==> src/rtl/fifo_uart_drain_sched.sv <==
// fifo_uart_drain_sched: periodic scan of the FIFO read port that drains every queued byte into the UART TX.
// Optional macro DRAIN_STATS_EN adds o_burst_len/o_last_len burst byte counters.
module fifo_uart_drain_sched #(
    parameter int DSIZE  = 8,
    parameter int PERIOD = 5000000,
    parameter int CW     = 24
) (
    input  logic             i_clk,
    input  logic             i_rst,
    input  logic             i_enable,
    input  logic             i_fifo_empty,
    input  logic [DSIZE-1:0] i_fifo_rdata,
    output logic             o_fifo_rinc,
    output logic [DSIZE-1:0] o_tx_data,
    output logic             o_tx_start,
    input  logic             i_tx_busy,
    output logic             o_burst_active,
    output logic             o_scan_tick
`ifdef DRAIN_STATS_EN
    ,
    output logic [15:0]      o_burst_len,
    output logic [15:0]      o_last_len
`endif
);
    typedef enum logic [2:0] {S_IDLE, S_POP, S_RDWAIT, S_LOAD, S_START, S_WAIT_HI, S_WAIT_LO, S_CHECK} state_t;
    localparam logic [CW-1:0] LAST = CW'(PERIOD - 1);
    state_t           r_state;
    logic [CW-1:0]    r_cnt;
    logic             r_scan_tick;
    logic             r_fifo_rinc;
    logic             r_tx_start;
    logic             r_burst_active;
    logic [DSIZE-1:0] r_tx_data;
    logic             w_wrap;
    logic             w_go;
    logic             w_more;
    assign w_wrap = r_cnt == LAST;
    assign w_go   = r_scan_tick && i_enable && !i_fifo_empty;
    assign w_more = !i_fifo_empty && i_enable;
    assign o_fifo_rinc    = r_fifo_rinc;
    assign o_tx_start     = r_tx_start;
    assign o_tx_data      = r_tx_data;
    assign o_burst_active = r_burst_active;
    assign o_scan_tick    = r_scan_tick;
    // interval counter: free-running while enabled, tick registered on the wrap
    always_ff @(posedge i_clk or posedge i_rst) begin
        if (i_rst) begin
            r_cnt       <= '0;
            r_scan_tick <= 1'b0;
        end else begin
            r_cnt       <= (i_enable && !w_wrap) ? r_cnt + 1'b1 : '0;
            r_scan_tick <= i_enable && w_wrap;
        end
    end
    // drain FSM; tx_start is decided one cycle early so it is high during START itself
    always_ff @(posedge i_clk or posedge i_rst) begin
        if (i_rst) begin
            r_state        <= S_IDLE;
            r_fifo_rinc    <= 1'b0;
            r_tx_start     <= 1'b0;
            r_tx_data      <= '0;
            r_burst_active <= 1'b0;
        end else begin
            r_fifo_rinc <= 1'b0;
            r_tx_start  <= 1'b0;
            case (r_state)
                S_IDLE: begin
                    r_state        <= w_go ? S_POP : S_IDLE;
                    r_fifo_rinc    <= w_go;
                    r_burst_active <= w_go;
                end
                S_POP:     r_state <= S_RDWAIT;
                S_RDWAIT:  r_state <= S_LOAD;
                S_LOAD: begin
                    r_tx_data  <= i_fifo_rdata;
                    r_tx_start <= !i_tx_busy;
                    r_state    <= S_START;
                end
                S_START: begin
                    r_tx_start <= !r_tx_start && !i_tx_busy;
                    r_state    <= r_tx_start ? S_WAIT_HI : S_START;
                end
                S_WAIT_HI: r_state <= i_tx_busy ? S_WAIT_LO : S_WAIT_HI;
                S_WAIT_LO: r_state <= i_tx_busy ? S_WAIT_LO : S_CHECK;
                S_CHECK: begin
                    r_state        <= w_more ? S_POP : S_IDLE;
                    r_fifo_rinc    <= w_more;
                    r_burst_active <= w_more;
                end
                default:   r_state <= S_IDLE;
            endcase
        end
    end
`ifdef DRAIN_STATS_EN
    logic [15:0] r_burst_len;
    logic [15:0] r_last_len;
    assign o_burst_len = r_burst_len;
    assign o_last_len  = r_last_len;
    // per-burst start counter (saturating) and snapshot of the finished burst length
    always_ff @(posedge i_clk or posedge i_rst) begin
        if (i_rst) begin
            r_burst_len <= '0;
            r_last_len  <= '0;
        end else begin
            r_burst_len <= (r_state == S_IDLE && w_go) ? 16'h0 :
                           (r_tx_start && r_burst_len != 16'hFFFF) ? r_burst_len + 16'h1 : r_burst_len;
            r_last_len  <= (r_state == S_CHECK && !w_more) ? r_burst_len : r_last_len;
        end
    end
`endif
endmodule

==> config.mk <==
export PLATFORM = sky130hd
export DESIGN_NAME = fifo_uart_drain_sched
export DESIGN_NICKNAME = d
export VERILOG_FILES = /design/src/rtl/fifo_uart_drain_sched.sv
export SDC_FILE = /design/constraint.sdc
export NUM_CORES = 1
export LEC_CHECK = 0
export BUFFER_PORTS_ARGS = -buffer_cell sky130_fd_sc_hd__buf_2
export CAP_MARGIN = 10
export CORE_UTILIZATION = 30
export CTS_CLUSTER_SIZE = 28
export DETAILED_ROUTE_END_ITERATION = 6
export MAX_ROUTING_LAYER = met4
export PLACE_DENSITY = 0.58
export SLEW_MARGIN = 20
export SYNTH_ARGS = -nofsm -noshare
export SYNTH_HDL_FRONTEND = slang
export SYNTH_SLANG_ARGS = --single-unit
==> constraint.sdc <==
create_clock -name i_clk -period 4.5 [get_ports i_clk]
set_input_delay 0.9 -clock i_clk [delete_from_list [all_inputs] [get_ports i_clk]]
set_output_delay 0.9 -clock i_clk [all_outputs]
set_load 0.005 [all_outputs]
==> parameters.txt <==
Parameter                              Value

Clock network
  CTS Root Buffer Type ... clkbuf_8
  Number of H-tree levels ... 2
  Number of gates resized after CTS ... 0
  Buffer depth of the longest clock path ... 2
  Setup Buffers After CTS ... 0
  CTS clock-pin slew for the worst setup and hold paths ... 0.08 ns
  CTS tree ... done
  Clock latency reported for the late side of the worst-skew pair ... 0.29 ns
  Hold-fix buffer count after cts ... 0
  Clock buffer count from CTS ... 5
  Clk sink count ... 39

GRT
  Number of global-route vias before repair ... 1,373
  Remaining global-route overflow ... 0
  GRT Overall Usage ... 13.3%
  Wire length of the first global-routing pass ... 6.38 mm
  Largest net degree at the start of global routing ... 40
  Antenna violations before repair ... 0

Route
  DR WL/cell ... 13.1 microns
  Met1 wire length ... 1.85 mm
  Vias ... 1,404
  Antenna Violating Nets Remaining ... 0
  Drt total wl ... 3.72 mm
  Via density ... 4.94
  Wire length on met3 ... 81 microns
  Number of remaining DRC errors ... 0
  Detail Route met2 WL ... 1.72 mm
  Number of DRC violations after detailed-routing iteration 0 ... 66
  Highest signal layer in the routed design ... met4
  First-pass DRT Iterations ... 4

Setup path
  Cell breakdown of the critical path ... ha_1 -> nand2_1 -> or2_2 -> o31ai_4 -> nor2_1
  Start point of the critical path ... r_cnt[0]
  Category of the worst setup path capture point ... register
  Reg2Reg Setup Slack ... 2.20 ns
  Start-to-end type of the worst setup path ... register to register
  Highest fanout seen on the critical path ... 23
  Buf/Inv on CP ... 0
  Reg2reg start ... r_cnt[0]
  Startpoint type of the worst setup path ... register
  CP Data Required Time ... 4.63 ns
  Worst reg2reg path depth ... 5
  Worst r2r dst ... r_cnt[4]
  CP Capture Point ... r_cnt[4]
  Data arrival time of the worst path ... 2.43 ns
  Total number of cells along the worst setup path ... 5
  Slowest cell delay on critical path ... 0.84 ns
  Critical-path top delay cell ... o31ai_4
  Cell family with most CP delay ... compound AO/OA/AOI/OAI gates

Logic synthesis
  Share of cell area taken by muxes after synthesis ... 4.83%
  Synthesized flop and latch total ... 39
  Number of flops mapped to enable cells by yosys ... 0
  Distinct cell type count after synthesis ... 34
  Post-synthesis xor/xnor area fraction ... 7.04%
  Synth warnings ... 0
  Synth Net Count ... 197
  Dominant register cell in the synthesized netlist ... dfrtp_1
  Adder-Cell Fraction of Synth Area ... 0.670%
  Mapped cell area ... 1870 sq um
  Cells after Synth ... 183
  Share of synthesized flip-flops with an asynchronous set or reset ... 100%
  Compound-gate portion of the synthesized area ... 8.58%
  Avg Inst Size Synth ... 10.2 sq um
  Main combinational cell family by area after synthesis ... simple AND/OR/NAND/NOR gates
  Share of the yosys chip area belonging to registers ... 52.3%
  Simple-gate area share of the yosys netlist ... 23.3%

STA
  Rel. slew slack ... 37.1%
  Worst-margin pin slew ... 0.944 ns
  Crit share post-route ... 51.1%
  Worst clock skew ... 0.00708 ns
  Final setup violation count ... 0
  Unrepaired setup endpoints after global routing ... false
  Min cycle time layout ... 2.30 ns
  Final Max Tran Viols ... 0
  F_max ... 0.435 GHz
  Setup total negative slack ... 0 ns
  Number of hold-slack violations in the final timing report ... 0

Die
  Core ar. ... 5960 sq um
  Die width ... 80.9 microns
  DIE HEIGHT ... 80.9 microns
  Placement row count ... 28
  Die Area ... 6540 sq um
  Io pins ... 25
  Initial Util ... 31.3%

Power and ir drop
  Comb power frac ... 17.5%
  Cell-internal power ... 0.721 mW
  Maximum vdd ir drop ... 0.000244 V
  Leakage power figure ... 0.887 nW
  Net switching power ... 0.249 mW
  Sw Ratio ... 25.7%
  Clock Power Share ... 35.5%
  Overall Power ... 0.970 mW
  Flop pwr share ... 47.0%
  Power density of the placed cells ... 445 nW/um^2

Placement
  Quantity of I/O buffers inserted on ports ... 24
  Half-perimeter wire length of the detailed placement result ... 2.53 mm
  Final weighted congestion in routability-driven placement ... 0.782
  Inst Count DP ... 276

Layout
  Share of cells above drive strength 1 ... 21.1%
  Most frequent cells in the layout ... dfrtp_1 (39), buf_2 (24), nor2_1 (20)
  Commonest non-fill, non-tap cell in the layout ... dfrtp_1
  Layout-stage area growth over the synthesis result ... 16.9%
  Number of diodes added for antenna fixing ... 0
  Nets ... 222
  Non-filler cells in the finished layout ... 284

Run status
  Run status ... completed

Hold path
  Type of the most critical hold path ... register to register

Run
  Number of max-capacitance violations reported ... 0
[synthesized netlist by cell type, types with 2 or more instances]
cell      count  area share (%)
or3_1         8             2.7
or4_1         2            0.80
dfrtp_1      39              52
buf_2         4             1.1
xor2_1        3             1.4
xnor2_1      12             5.6
inv_1         5             1.0
a21oi_1       8             2.1
a21oi_2       2            0.94
mux2_1        2             1.2
o21ai_0       7             1.9
mux2_2        6             3.6
nand3_1       8             2.1
nor2_1       20             4.0
nor3_1        4             1.1
nor4_1        7             2.3
nand2_1      14             2.8
nand4_1      10             3.4
o21ai_1       3            0.80
a211oi_1      2            0.80
nand3b_1      3             1.2
clkbuf_1      2            0.40
[per-stage QoR]
| stage | hold WS, ns | instance area, sq um | worst slack, ns | utilization, % |
|---|---|---|---|---|
| 2_1_floorplan | 0.455 | 1870 | 2.71 | - |
| 3_3_place_gp | 0.470 | 2050 | 2.22 | 34.4 |
| 3_5_place_dp | 0.476 | 2050 | 2.21 | 34.4 |
| 4_1_cts | 0.495 | 2180 | 2.19 | 36.6 |
| 5_1_grt | 0.518 | 2180 | 1.95 | 36.6 |
| 6_report | 0.490 | 2180 | 2.20 | 36.6 |
[routing by layer]
layer	vias up	track usage (%)
met1	676	16.5
met3	7	3.03
li1	705	-
met5	-	-
met2	16	20.5
met4	0	6.43
[registers in the layout (all words and copies together), names as in the netlist]
name            flops
o_burst_active      1
o_scan_tick         1
o_fifo_rinc         1
r_state             3
o_tx_start          1
r_cnt              24
o_tx_data           8
[power groups by stage]
stage / registers [mW] / logic (mW) / clock network [mW]
detailed placement: 0.462 / 0.173 / 0
global route: 0.465 / 0.194 / 0.368
finish: 0.456 / 0.170 / 0.345
floorplan: 0.447 / 0.119 / 0
CTS: 0.455 / 0.174 / 0.355
global placement: 0.460 / 0.171 / 0
[how the worst min path moves through the flow]
stage / start / to / slack [ns] / cells after the start
finish: o_tx_data[6] / o_tx_data[6] / 0.49 / 1
global route: o_tx_data[5] / o_tx_data[5] / 0.52 / 1
CTS: o_tx_data[6] / o_tx_data[6] / 0.49 / 1
detailed placement: o_tx_data[6] / o_tx_data[6] / 0.48 / 1
global placement: o_tx_data[6] / o_tx_data[6] / 0.47 / 1
floorplan: r_cnt[0] / r_cnt[0] / 0.45 / 1
[cell type report]
type	count	area [sq um]
clock buffer	6	72.6
clock inverter	2	60.1
fill	585	3770
inverter	6	22.5
multi-input combinational	131	830
sequential	39	976
tap	75	93.8
timing repair buffer	25	128
[cells by family (layout without fill, tap and decap cells)]
kind of cell / Yosys count / count (layout)
flip-flops: 39 / 39
multiplexers: 8 / 8
XOR/XNOR: 15 / 15
AND/OR/NAND/NOR: 82 / 82
AO/OA/AOI/OAI: 25 / 25
buffers and inverters: 13 / 39
adder cells (fa/ha/maj): 1 / 1
Power figures use the tool's default switching activity.
